### src/rtl/uart_temp_rx.sv
// Purpose: 8N1 UART receiver plus ASCII "+DDD.FF\r\n" line parser producing a signed x100 temperature.
// Latency: byte strobe 1 clk after the stop-bit sample; valid/temp_x100 1 clk after that (2 clk total).
// Backpressure: none; the line rate bounds input, every byte is consumed as it completes.
module uart_temp_rx #(
  parameter int CLK_FREQ = 100_000_000,
  parameter int BAUD     = 9600
) (
  input  logic               clk,
  input  logic               rst,
  input  logic               rx,
  output logic signed [31:0] temp_x100,
  output logic               valid,
  output logic               frame_err,
  output logic               parse_err
);

  localparam int BAUD_DIV = CLK_FREQ / BAUD;
  localparam int HALF_DIV = BAUD_DIV / 2;
  localparam int CNT_W    = (BAUD_DIV > 2) ? $clog2(BAUD_DIV) : 1;
  localparam logic [CNT_W-1:0] CNT_LAST = CNT_W'(BAUD_DIV - 1);
  localparam logic [CNT_W-1:0] CNT_HALF = CNT_W'(HALF_DIV - 1);
  localparam logic [CNT_W-1:0] CNT_ONE  = CNT_W'(1);

  localparam logic [7:0] CH_PLUS  = 8'h2B;
  localparam logic [7:0] CH_MINUS = 8'h2D;
  localparam logic [7:0] CH_DOT   = 8'h2E;
  localparam logic [7:0] CH_CR    = 8'h0D;
  localparam logic [7:0] CH_LF    = 8'h0A;

  typedef enum logic [1:0] {B_IDLE, B_START, B_DATA, B_STOP} byte_st_t;
  typedef enum logic [3:0] {P_SIGN, P_D0, P_D1, P_D2, P_DOT, P_F0, P_F1, P_CR, P_LF} parse_st_t;

  // ---------------- synchronizer ----------------
  logic rx_meta, rx_s;

  // Two-flop synchronizer; idles high so reset never looks like a start bit.
  always_ff @(posedge clk or negedge rst) begin
    if (!rst) begin
      rx_meta <= 1'b1;
      rx_s    <= 1'b1;
    end else begin
      rx_meta <= rx;
      rx_s    <= rx_meta;
    end
  end

  // ---------------- byte FSM ----------------
  byte_st_t         b_st_q, b_st_d;
  logic [CNT_W-1:0] cnt_q, cnt_d;
  logic [2:0]       idx_q, idx_d;
  logic [7:0]       sh_q, sh_d;
  logic             byte_vld_q, byte_vld_d;
  logic             ferr_d;

  // Byte FSM state, counter, shift register and the registered byte/frame-error strobes.
  always_ff @(posedge clk or negedge rst) begin
    if (!rst) begin
      b_st_q     <= B_IDLE;
      cnt_q      <= '0;
      idx_q      <= '0;
      sh_q       <= '0;
      byte_vld_q <= 1'b0;
      frame_err  <= 1'b0;
    end else begin
      b_st_q     <= b_st_d;
      cnt_q      <= cnt_d;
      idx_q      <= idx_d;
      sh_q       <= sh_d;
      byte_vld_q <= byte_vld_d;
      frame_err  <= ferr_d;
    end
  end

  // Byte FSM next state: mid-start resample, then one sample per bit time, LSB first.
  always_comb begin
    b_st_d     = b_st_q;
    cnt_d      = cnt_q;
    idx_d      = idx_q;
    sh_d       = sh_q;
    byte_vld_d = 1'b0;
    ferr_d     = 1'b0;
    case (b_st_q)
      B_IDLE: begin
        if (!rx_s) begin
          cnt_d  = '0;
          b_st_d = B_START;
        end
      end
      B_START: begin
        if (cnt_q == CNT_HALF) begin
          if (rx_s) begin
            b_st_d = B_IDLE;              // glitch shorter than half a bit
          end else begin
            cnt_d  = '0;
            idx_d  = '0;
            b_st_d = B_DATA;
          end
        end else begin
          cnt_d = cnt_q + CNT_ONE;
        end
      end
      B_DATA: begin
        if (cnt_q == CNT_LAST) begin
          sh_d[idx_q] = rx_s;
          cnt_d       = '0;
          if (idx_q == 3'd7) b_st_d = B_STOP;
          else               idx_d  = idx_q + 3'd1;
        end else begin
          cnt_d = cnt_q + CNT_ONE;
        end
      end
      B_STOP: begin
        if (cnt_q == CNT_LAST) begin
          if (rx_s) byte_vld_d = 1'b1;
          else      ferr_d     = 1'b1;
          cnt_d  = '0;
          b_st_d = B_IDLE;                // back to IDLE now so an immediate start edge is caught
        end else begin
          cnt_d = cnt_q + CNT_ONE;
        end
      end
      default: b_st_d = B_IDLE;
    endcase
  end

  // ---------------- line parser ----------------
  parse_st_t          pst_q, pst_d;
  logic               neg_q, neg_d;
  logic [16:0]        acc_q, acc_d;
  logic signed [31:0] temp_d;
  logic               valid_d, perr_d;

  logic [7:0]  byte_dat;
  logic        is_sign, is_digit;
  logic [16:0] acc_next;

  assign byte_dat = sh_q;                 // shift register is stable while byte_vld_q is high
  assign is_sign  = (byte_dat == CH_PLUS) || (byte_dat == CH_MINUS);
  assign is_digit = (byte_dat >= 8'h30) && (byte_dat <= 8'h39);
  assign acc_next = (acc_q * 17'd10) + {13'd0, byte_dat[3:0]};

  // Parser state, accumulator and the registered result/strobes.
  always_ff @(posedge clk or negedge rst) begin
    if (!rst) begin
      pst_q     <= P_SIGN;
      neg_q     <= 1'b0;
      acc_q     <= '0;
      temp_x100 <= '0;
      valid     <= 1'b0;
      parse_err <= 1'b0;
    end else begin
      pst_q     <= pst_d;
      neg_q     <= neg_d;
      acc_q     <= acc_d;
      temp_x100 <= temp_d;
      valid     <= valid_d;
      parse_err <= perr_d;
    end
  end

  // Parser next state: a sign always (re)starts a line; anything unexpected mid-line aborts it.
  always_comb begin
    pst_d   = pst_q;
    neg_d   = neg_q;
    acc_d   = acc_q;
    temp_d  = temp_x100;
    valid_d = 1'b0;
    perr_d  = 1'b0;
    if (frame_err) begin
      pst_d = P_SIGN;                     // a corrupted byte invalidates the line silently
    end else if (byte_vld_q) begin
      if (is_sign) begin
        perr_d = (pst_q != P_SIGN);
        neg_d  = (byte_dat == CH_MINUS);
        acc_d  = '0;
        pst_d  = P_D0;
      end else begin
        case (pst_q)
          P_SIGN: begin
            // noise between lines is dropped without complaint
          end
          P_D0, P_D1, P_D2, P_F0, P_F1: begin
            if (is_digit) begin
              acc_d = acc_next;
              case (pst_q)
                P_D0:    pst_d = P_D1;
                P_D1:    pst_d = P_D2;
                P_D2:    pst_d = P_DOT;
                P_F0:    pst_d = P_F1;
                default: pst_d = P_CR;
              endcase
            end else begin
              perr_d = 1'b1;
              pst_d  = P_SIGN;
            end
          end
          P_DOT: begin
            if (byte_dat == CH_DOT) pst_d = P_F0;
            else begin perr_d = 1'b1; pst_d = P_SIGN; end
          end
          P_CR: begin
            if (byte_dat == CH_CR) pst_d = P_LF;
            else begin perr_d = 1'b1; pst_d = P_SIGN; end
          end
          P_LF: begin
            if (byte_dat == CH_LF) begin
              temp_d  = neg_q ? (32'sd0 - $signed({15'd0, acc_q})) : $signed({15'd0, acc_q});
              valid_d = 1'b1;
            end else begin
              perr_d = 1'b1;
            end
            pst_d = P_SIGN;
          end
          default: pst_d = P_SIGN;
        endcase
      end
    end
  end

endmodule

### config.mk
export PLATFORM = sky130hd
export DESIGN_NAME = uart_temp_rx
export DESIGN_NICKNAME = d
export VERILOG_FILES = /design/src/rtl/uart_temp_rx.sv
export SDC_FILE = /design/constraint.sdc
export NUM_CORES = 1
export LEC_CHECK = 0
export ABC_AREA = 1
export CAP_MARGIN = 10
export CORE_MARGIN = 10
export CORE_UTILIZATION = 54
export DETAILED_ROUTE_END_ITERATION = 10
export GPL_TIMING_DRIVEN = 0
export PLACE_DENSITY_LB_ADDON = 0.05
export SYNTH_ARGS = -nofsm -noshare
export SYNTH_HDL_FRONTEND = slang
export SYNTH_SLANG_ARGS = --single-unit
### constraint.sdc
create_clock -name clk -period 2.55 [get_ports clk]
set_input_delay 0.255 -clock clk [delete_from_list [all_inputs] [get_ports clk]]
set_output_delay 0.255 -clock clk [all_outputs]
set_load 0.01 [all_outputs]
==> metrics.md <==
| Metric | Value |
|---|---|
| Outcome | complete, no violations |
| Hold Worst Slack | 0.3067 ns |
| Sequential share of the synthesized area | 0.3451 |
| Final setup violation count | 0 |
| Largest net degree at the start of global routing | 44 |
| Slew margin rel. | 0.6184 |
| Routed via count | 4786 |
| Post-route cell area | 6330 sq um |
| Final Slew Violations | 0 |
| Vias in the first global route | 4571 |
| Max-cap violations | 0 |
| I/O pins | 38 |
| Crit path from | acc_q[1]$_DFFE_PN0P_ |
| CTS Root Cell | clkbuf_8 |
| Netlist cell types | 47 |
| Top cells by count, synth | nand2_1 (184), inv_1 (83), dfrtp_1 (71), nor2_1 (56), nand3_1 (48) |
| Clock skew | 0.01130 ns |
| Setup CP Type | reg2reg |
| Syn_nets | 755 |
| CTS tree | built |
| Setup WS post-layout | 0.008396 ns |
| Core ar. | 9684 sq um |
| Final worst path period share | 0.9967 |
| Post-DRT Antenna Nets | 0 |
| Drt first pass iters | 5 |
| R2R setup slack | 0.008 ns |
| Nets@finish | 817 |
| Initial Util | 0.5474 |
| First-pass GRT wire length | 21000 microns |
| Initial antenna violation count | 0 |
| CTS H-tree depth | 3 |
| CP required | 2.81 ns |
| Worst path slowest cell | fa_2 |
| Hold path startpoint | rx |
| Area grow syn2layout | 19.40% |
| I/O Buffers | 37 |
| Die H | 119.1 microns |
| EDFF count, synth | 0 |
| Minimum clock period after layout | 2.542 ns |
| Vias per std cell | 5.214 |
| Pwr dens | 331.3 nW/um^2 |
| Clk_lat worst skew | 0.36 ns |
| Syn avg cell area | 7.383 sq um |
| Setup slack at placement | -0.2797 ns |
| Dpl hpwl | 9601 microns |
| Leading post-synthesis cells by cell area | dfrtp_1 (34%), nand2_1 (13%), ha_1 (7.6%) |
| Synth async-reset ratio | 1.000 |
| CP endpoint kind | register |
| CTS Sinks | 73 |
| Total GRT Usage | 0.1760 |
| CTS Buf Count | 9 |
| Num rows | 36 |
| Yosys top cell area share | 0.3351 |
| Design Power | 2.097 mW |
| Residual DRC count | 0 |
| Total grt overflow | 0 |
| Worst stage delay on the critical path | 0.56 ns |
| Yosys warning total | 0 |
| Static Leak | 3.053 nW |
| Hold crit path type | in2reg |
| Final Hold Vio Count | 0 |
| Layout fillers | 843 |
| Max Root-Sink Buffers | 2 |
| Clk slew on worst S/H paths | 0.08 ns |
| Peak supply drop | 0.2990 mV |
| Fraction of layout cells with a size suffix above 1 | 0.1822 |
| Sum of negative setup slack | 0 ns |
| CP max FO | 3 |
| Crit path max-delay family | simple AND/OR/NAND/NOR gates |
| Largest area contributor in the netlist | dfrtp_1 |
| CP bufs+invs | 1 |
| Launch point of the worst reg-to-reg path | acc_q[1]$_DFFE_PN0P_ |
| Most used DFF post-synth | dfrtp_1 |
| Diodes inserted | 0 |
| CP cell instances | ha_4, ha_4, fa_2, nand2_2, nor2_2, nand2_1, nand2_2, nand2_4, nor2_4, inv_2, nor2_4, nand2_2, nor2_4, nand3_1, nand3_1, nand2_1 |
| Most common cell in the netlist | nand2_1 |
| Final wirelength | 12500 microns |
| WL per Instance | 13.62 microns |
| Slew @ Worst Pin | 0.5681 ns |
| Fmax | 393.5 MHz |
| Crit start category | register |
| Die W | 119.1 microns |
| Post-Syn Area | 5301 sq um |
| Starting DRT DRC Count | 211 |
| GP Congestion | 0.8622 |
| #FFs+latches synth | 73 |
| Dpl cell area | 5856 sq um |
| Crit path arrival time | 2.80 ns |
| Synth Instances | 718 |
| Die ar. | 14180 sq um |
| Unrepaired setup endpoints after global routing | yes |
==> path summary, 6_finish.rpt <==
kind | to | cells past startpoint
worst max-delay path | acc_q[16]$_DFFE_PN0P_ | 16
worst min-delay path | rx_meta$_DFF_PN1_ | 1
worst max register to register | acc_q[16]$_DFFE_PN0P_ | 16
worst min register to register | rx_s$_DFF_PN1_ | 0
max in group asynchronous | acc_q[1]$_DFFE_PN0P_ | 3
min in group asynchronous | asynchronous set/reset pin | 2
==> where the power goes <==
group          internal [mW]  switching, mW
combinational        0.00737         0.0258
clock                  0.477          0.425
sequential              1.16        0.00169
total                   1.64          0.453
==> layout by cell type, fill, tap and decap left out, drive strengths merged <==
cell / count
a211oi: 2
a21oi: 28
a22oi: 1
a31oi: 6
buf: 35
bufinv: 1
clkbuf: 16
clkdlybuf4s50: 36
clkinv: 3
dfrtp: 71
dfstp: 2
dlygate4sd3: 1
fa: 2
ha: 32
inv: 100
nand2: 196
nand3: 52
nand3b: 2
nand4: 16
nor2: 70
nor3: 7
nor3b: 1
nor4: 9
o211ai: 1
o21ai: 55
o22ai: 9
o31ai: 1
o41ai: 1
or2: 3
or3b: 1
xnor2: 4
xor2: 21
==> sequential cells by signal, summed over array words and instances, names as in the netlist, 3 cells and up, named ones only <==
signal and count:
pst_q 4, acc_q 17, temp_x100 18, idx_q 3, byte_dat 8, cnt_q 14
==> timing repair <==
action / CTS / global route
resized for setup: 13 / 28
endpoints found under the hold margin: 28 / 0
setup endpoints to repair: 8 / 8
setup buffers: 9 / 3
cloned: 0 / 0
hold buffers: 1 / 0
pin swaps: 8 / 13
==> routing by layer <==
| metal | GRT usage | vias to the layer above | share of wire |
|---|---|---|---|
| met5 | 0 | - | 0 |
| met4 | 0.06870 | 0 | 0.019 |
| met3 | 0.03779 | 19 | 0.041 |
| met2 | 0.2939 | 87 | 0.50 |
| met1 | 0.2170 | 2223 | 0.44 |
| li1 | - | 2457 | - |
==> metrics by stage <==
step,utilization,instances
after floorplan,-,718
after global placement,0.6028,888
after detailed placement,0.6047,889
after CTS,0.6372,915
after global routing,0.6536,918
final,0.6536,918
==> final cells by class <==
| cell class | instances | area [sq um] | share of cell area |
|---|---|---|---|
| multi-input cells | 520 | 3099 | 0.4896 |
| flip-flops and latches | 73 | 1836 | 0.2900 |
| repair buffers | 51 | 491.7 | 0.07768 |
| inverters | 101 | 379.1 | 0.05989 |
| plain buffers | 24 | 168.9 | 0.02669 |
| well taps | 133 | 166.4 | 0.02629 |
| clock buffers | 13 | 148.9 | 0.02352 |
| clock inverters | 3 | 40.04 | 0.006325 |
==> kinds of logic after synthesis <==
family,Yosys count,synth area share
buf+inv,125,0.1027
xor+xnor,25,0.04272
flops,73,0.3451
simple gates,357,0.3172
compound gates,104,0.1093
fa+ha+maj,34,0.08308
(Power assumes the default switching activity.)
